$ cat src/rtl/route_cap_table.sv
`default_nettype none
// +--------------------------------------------------------------------------+
// | route_cap_table: per-destination route capability table with registered  |
// | lookup response and sequenced flush. Lease expiry: ROUTE_CAP_LEASE_EN.    |
// | Revision: 1.0                                                            |
// +--------------------------------------------------------------------------+
module route_cap_table #(
  parameter int N_DESTS      = 4,
  parameter int CAP_W        = 14,
  parameter int ID_W         = (N_DESTS > 1) ? $clog2(N_DESTS) : 1,
  parameter int LEASE_W      = 16,
  parameter int LEASE_CYCLES = 1000
) (
  input  logic             aclk,
  input  logic             aresetn,
  input  logic             cap_wr_valid,
  output logic             cap_wr_ready,
  input  logic [CAP_W-1:0] cap_wr_data,
  input  logic             cap_wr_revoke,
  input  logic             lookup_valid,
  output logic             lookup_ready,
  input  logic [ID_W-1:0]  lookup_port,
  output logic             route_valid,
  input  logic             route_ready,
  output logic [CAP_W-1:0] route_out,
  output logic             route_hit,
  input  logic             flush,
  output logic             busy,
  output logic [15:0]      wr_drop_cnt
);

  localparam bit PARAMS_OK = (CAP_W >= ID_W + 1) && (N_DESTS >= 1) && (N_DESTS <= 256) &&
                             (LEASE_CYCLES >= 1) && (LEASE_W >= 1) &&
                             (longint'(LEASE_CYCLES) < (longint'(1) << LEASE_W));

  if (!PARAMS_OK) begin : g_param_check
    $error("route_cap_table: illegal parameter combination");
  end

  typedef enum logic [1:0] {
    IDLE  = 2'd0,
    RESP  = 2'd1,
    FLUSH = 2'd2
  } state_t;

  state_t           state;
  logic             flush_pend;
  logic [ID_W-1:0]  flush_idx;
  logic [N_DESTS-1:0] live;
  logic [CAP_W-1:0] cap_arr [N_DESTS];

  logic [ID_W-1:0]  wr_idx;
  logic             wr_fire, wr_in_range, wr_set, wr_clr;
  logic             lk_fire, lk_hit;
  logic [CAP_W-1:0] lk_cap;

  assign wr_idx       = cap_wr_data[ID_W-1:0];
  assign cap_wr_ready = (state != FLUSH) && aresetn;
  assign lookup_ready = ((state == IDLE) || ((state == RESP) && route_ready)) && !flush_pend;
  assign route_valid  = (state == RESP);
  assign busy         = (state == FLUSH);

  assign wr_fire     = cap_wr_valid && cap_wr_ready;
  assign wr_in_range = ({1'b0, wr_idx} < (ID_W+1)'(N_DESTS));
  assign wr_set      = wr_fire && wr_in_range && !cap_wr_revoke;
  assign wr_clr      = wr_fire && wr_in_range && cap_wr_revoke;
  assign lk_fire     = lookup_valid && lookup_ready;

  for (genvar k = 0; k < N_DESTS; k++) begin : g_entry
    logic             v;
    logic [CAP_W-1:0] c;
    logic             sel_wr, flush_clr;

    assign sel_wr    = (wr_idx == ID_W'(k));
    assign flush_clr = (state == FLUSH) && (flush_idx == ID_W'(k));
    assign cap_arr[k] = c;

`ifdef ROUTE_CAP_LEASE_EN
    logic [LEASE_W-1:0] lease;
    // An entry whose counter sits at 1 is in its expiry cycle and no longer answers hits.
    assign live[k] = v && (lease != LEASE_W'(1));

    always_ff @(posedge aclk or negedge aresetn) begin
      if (!aresetn) begin
        v     <= 1'b0;
        lease <= '0;
      end else if (wr_set && sel_wr) begin
        v     <= 1'b1;
        lease <= LEASE_W'(LEASE_CYCLES);
      end else if ((wr_clr && sel_wr) || flush_clr || (v && (lease == LEASE_W'(1)))) begin
        v     <= 1'b0;
        lease <= '0;
      end else if (v) begin
        lease <= lease - LEASE_W'(1);
      end
    end
`else
    assign live[k] = v;

    always_ff @(posedge aclk or negedge aresetn) begin
      if (!aresetn)
        v <= 1'b0;
      else if (wr_set && sel_wr)
        v <= 1'b1;
      else if ((wr_clr && sel_wr) || flush_clr)
        v <= 1'b0;
    end
`endif

    always_ff @(posedge aclk) begin
      if (wr_set && sel_wr)
        c <= cap_wr_data;
    end
  end

  // Read from pre-write state so a same-cycle write is not visible to the lookup.
  always_comb begin
    lk_hit = 1'b0;
    lk_cap = '0;
    for (int k = 0; k < N_DESTS; k++) begin
      if (lookup_port == ID_W'(k)) begin
        lk_hit = live[k];
        lk_cap = cap_arr[k];
      end
    end
  end

  always_ff @(posedge aclk or negedge aresetn) begin
    if (!aresetn) begin
      state      <= IDLE;
      flush_pend <= 1'b0;
      flush_idx  <= '0;
      route_out  <= '0;
      route_hit  <= 1'b0;
    end else begin
      if (flush && (state != FLUSH))
        flush_pend <= 1'b1;

      case (state)
        IDLE: begin
          if (flush_pend) begin
            state      <= FLUSH;
            flush_pend <= 1'b0;
            flush_idx  <= '0;
          end else if (lk_fire) begin
            state <= RESP;
          end
        end
        RESP: begin
          if (route_ready) begin
            if (lk_fire) begin
              state <= RESP;
            end else if (flush_pend) begin
              state      <= FLUSH;
              flush_pend <= 1'b0;
              flush_idx  <= '0;
            end else begin
              state <= IDLE;
            end
          end
        end
        FLUSH: begin
          flush_idx <= flush_idx + ID_W'(1);
          if (flush_idx == ID_W'(N_DESTS - 1))
            state <= IDLE;
        end
        default: state <= IDLE;
      endcase

      if (lk_fire) begin
        route_hit <= lk_hit;
        route_out <= lk_hit ? lk_cap : '0;
      end
    end
  end

  always_ff @(posedge aclk or negedge aresetn) begin
    if (!aresetn)
      wr_drop_cnt <= '0;
    else if (wr_fire && !wr_in_range && (wr_drop_cnt != 16'hFFFF))
      wr_drop_cnt <= wr_drop_cnt + 16'd1;
  end

endmodule
`default_nettype wire

$ cat config.mk
export PLATFORM = sky130hd
export DESIGN_NAME = route_cap_table
export DESIGN_NICKNAME = d
export VERILOG_FILES = /design/src/rtl/route_cap_table.sv
export SDC_FILE = /design/constraint.sdc
export NUM_CORES = 1
export LEC_CHECK = 0
export ABC_AREA = 1
export CAP_MARGIN = 20
export CORE_MARGIN = 2
export CORE_UTILIZATION = 50
export DETAILED_ROUTE_END_ITERATION = 8
export MAX_ROUTING_LAYER = met4
export PLACE_DENSITY = 0.82
export SETUP_SLACK_MARGIN = 0.2
export SLEW_MARGIN = 20
export SYNTH_ARGS = -nofsm -noshare
export SYNTH_HDL_FRONTEND = slang
export SYNTH_SLANG_ARGS = --single-unit
$ cat constraint.sdc
create_clock -name aclk -period 4.81 [get_ports aclk]
set_clock_uncertainty 0.1 [all_clocks]
set_input_delay 0.481 -clock aclk [delete_from_list [all_inputs] [get_ports aclk]]
set_output_delay 0.481 -clock aclk [all_outputs]
set_load 0.01 [all_outputs]
==> flow_metrics.py <==
metrics = {
    "pwr": {
        "ir_drop_v": 0.0001675,
        "p_sw_w": 0.0005421,
        "p_int_w": 0.001300,
        "clockPowerShare": 0.248,
        "p_per_area_nw_per_um2": 444.3,
        "combPwrFrac": 0.261,
        "p_sw_frac": 0.2943,
        "p_leak_nw": 1.766,
        "seq_power_share": 0.491,
    },
    "detailed_routing": {
        "route.vias.total": 2261,
        "wl_per_cell_um": 13.89,
        "routed_wl_mm": 6.474,
        "drc": 0,
        "first_pass_iters": 4,
        "drt-initial-drc-count": 154,
        "ant_nets": 0,
        "viasPerCell": 4.852,
    },
    "timing": {
        "slew_headroom": 0.2926,
        "fin_setup_tns_ns": 0,
        "period_minus_slack_ns": 2.523,
        "rsz0062_at_grt": "no",
        "setup_viol": 0,
        "drv_slew": 0,
        "worst_pin_slew_ns": 1.058,
        "fmax_ghz": 0.3963,
        "final-hold-violation-count": 0,
        "setup_slack_ns": 2.287,
        "period_share": 0.5246,
    },
    "cts": {
        "cts_tree": "built",
        "clockBufferDepth": 2,
        "path_clk_slew_ns": 0.07,
        "post-cts-setup-buffers": 0,
        "insertion_delay_ns": 0.35,
        "cts_sinks": 80,
        "root_buffer": "clkbuf_8",
        "cts_resized": 0,
        "ctsHtreeMaxLevel": 3,
        "postCtsHoldBufs": 0,
        "cts_buffers": 9,
    },
    "cells_and_area": {
        "regArea_um2": 2282,
        "multi_input_area_um2": 1028,
        "syn_to_final_growth_pct": 16.94,
        "diodes": 0,
        "layout-drive-gt1-share": 0.1135,
        "nets": 392,
        "instances_no_fill": 466,
        "nFillCells": 560,
    },
    "worst_hold_path": {
        "hold_start": "route_out[8]$_DFFE_PN0P_",
        "min_path_type": "flop to flop",
    },
    "floorplan": {
        "die_area_um2": 7778,
        "num_io_pins": 58,
        "core_um2": 6832,
        "die_y_um": 88.20,
        "die_w_um": 88.20,
        "initial_core_util": 0.5189,
        "rows": 30,
    },
    "placed_design": {
        "dpl_worst_slack_ns": 1.887,
        "place.gp.congestion": 0.8160,
        "place_inst": 450,
        "port_buffers": 41,
        "dp_hpwl_mm": 4.362,
    },
    "synth": {
        "synth-seq-cells": 80,
        "yosys_warnings": 0,
        "avgSynthCellArea_um2": 11.08,
        "synth_cell_types": 24,
        "synthesis.area_um2": 3545,
        "synthCells": 320,
        "synth-seq-area-share": 0.6438,
    },
    "grt": {
        "grt_start_max_net_pins": 27,
        "grt_pass1_vias": 2166,
        "grt_use_met3": 0.04995,
        "antenna_found_initial": 0,
        "overflow": 0,
        "grt_pass1_wl_mm": 10.56,
        "use_met1": 0.2550,
        "top_usage_layer": "met2",
        "track_usage": 0.1914,
        "use_met2": 0.2679,
    },
    "critical_path": {
        "end_kind": "output port",
        "cp.arrival_ns": 1.94,
        "cp_max_fo": 26,
        "critPathRequiredTime_ns": 4.23,
        "worstSetupStartpointType": "primary input",
        "crit_type": "primary input to output port",
        "worstReg2RegStart": "state[0]$_DFFE_PN0P_",
        "crit_start": "aresetn",
    },
    "outcome": {
        "status": "complete, no violations",
    },
    "job": {
        "maxCapViolations": 0,
    },
}
## worst max-delay path, cell delays in order
cell and delay, ns:
clkdlybuf4s50_1 0.45, buf_4 0.30, inv_1 0.07, nor2_1 0.10, clkdlybuf4s50_1 0.53
## power by group through the flow
stage	clock [W]	combinational [W]	sequential (W)
6_report	0.000457	0.000480	0.000905
5_1_grt	0.000496	0.000540	0.000918
3_3_place_gp	0	0.000472	0.000916
3_5_place_dp	0	0.000484	0.000918
4_1_cts	0.000465	0.000485	0.000905
2_1_floorplan	0	0.000257	0.000932
## kinds of logic after synthesis
family / share of synthesized area
simple gates: 0.2164
fa+ha+maj: 0.01412
flops: 0.6438
buf+inv: 0.08366
compound gates: 0.04095
other cells: 0.001058
## flip-flops by register name, summed over array words and instances, names as in the netlist
register,cells
g_entry.v,4
flush_idx,2
route_out,14
route_hit,1
state,2
flush_pend,1
g_entry.c,56
## cells in the mapped netlist
| cell type | n | area (µm²) |
|---|---|---|
| nor2_2 | 2 | 12.51 |
| inv_1 | 30 | 112.6 |
| buf_2 | 3 | 15.01 |
| nor2_8 | 2 | 40.04 |
| buf_4 | 17 | 127.6 |
| conb_1 | 1 | 3.750 |
| nor3_2 | 1 | 10.01 |
| nor2_4 | 2 | 22.52 |
| o21ai_0 | 13 | 65.06 |
| nand2_1 | 95 | 356.6 |
| buf_6 | 3 | 33.78 |
| nand3_4 | 2 | 35.03 |
| o21ai_1 | 2 | 10.01 |
| nand3_2 | 1 | 10.01 |
| o21ai_2 | 8 | 70.07 |
| ha_1 | 4 | 50.05 |
| dfrtp_1 | 24 | 600.6 |
| nand2_2 | 2 | 12.51 |
| or2_2 | 8 | 50.05 |
| nand2_8 | 1 | 20.02 |
| nand3_1 | 35 | 175.2 |
| edfxtp_1 | 56 | 1682 |
| inv_2 | 2 | 7.510 |
| nor2_1 | 6 | 22.52 |
## placed cells by master, fill, tap and decap left out, types with 2 or more instances in the layout
cell type / count
nand3_4: 2
o21ai_0: 13
clkdlybuf4s50_1: 41
dfrtp_1: 24
inv_2: 2
o21ai_2: 8
nand2_2: 2
nand2_1: 95
nor2_1: 6
nor2_2: 2
o21ai_1: 2
edfxtp_1: 56
or2_2: 8
nor2_4: 2
clkbuf_1: 5
inv_1: 30
conb_1: 16
ha_1: 4
clkbuf_8: 9
nor2_8: 2
nand3_1: 35
## per-layer routing
metal / vias to the layer above / part of all wire
li1: 1113 / -
met1: 1044 / 0.45
met2: 91 / 0.46
met3: 13 / 0.065
met4: 0 / 0.027
met5: - / 0
## worst paths after layout
path | endpoint | slack [ns] | cells after the start
setup / recovery | cap_wr_ready | 2.29 | 5
hold / removal | route_out[8]$_DFFE_PN0P_ | 0.38 | 2
setup reg to reg | g_entry[3].c[13]$_DFFE_PP_ | 2.82 | 6
hold reg to reg | route_out[8]$_DFFE_PN0P_ | 0.38 | 2
max in group asynchronous | route_out[10]$_DFFE_PN0P_ | 3.98 | 2
min in group asynchronous | route_out[3]$_DFFE_PN0P_ | 0.39 | 2
## layout make-up
cell class	count	area share
tap	96	0.02898
multi-input combinational	200	0.2481
timing repair buffer	42	0.1008
sequential	80	0.5506
clock inverter	2	0.008150
inverter	32	0.02898
clock buffer	14	0.03441
## per-stage QoR
stage	utilization	cell area, µm²	hold slack [ns]	power (W)
2_1_floorplan	-	3601	0.08541	0.001188
5_1_grt	0.6068	4145	0.4149	0.001954
4_1_cts	0.6059	4139	0.3888	0.001855
3_3_place_gp	0.5800	3963	0.3677	0.001388
6_report	0.6068	4145	0.3800	0.001842
3_5_place_dp	0.5800	3963	0.3715	0.001403
Power figures use the tool's default switching activity.
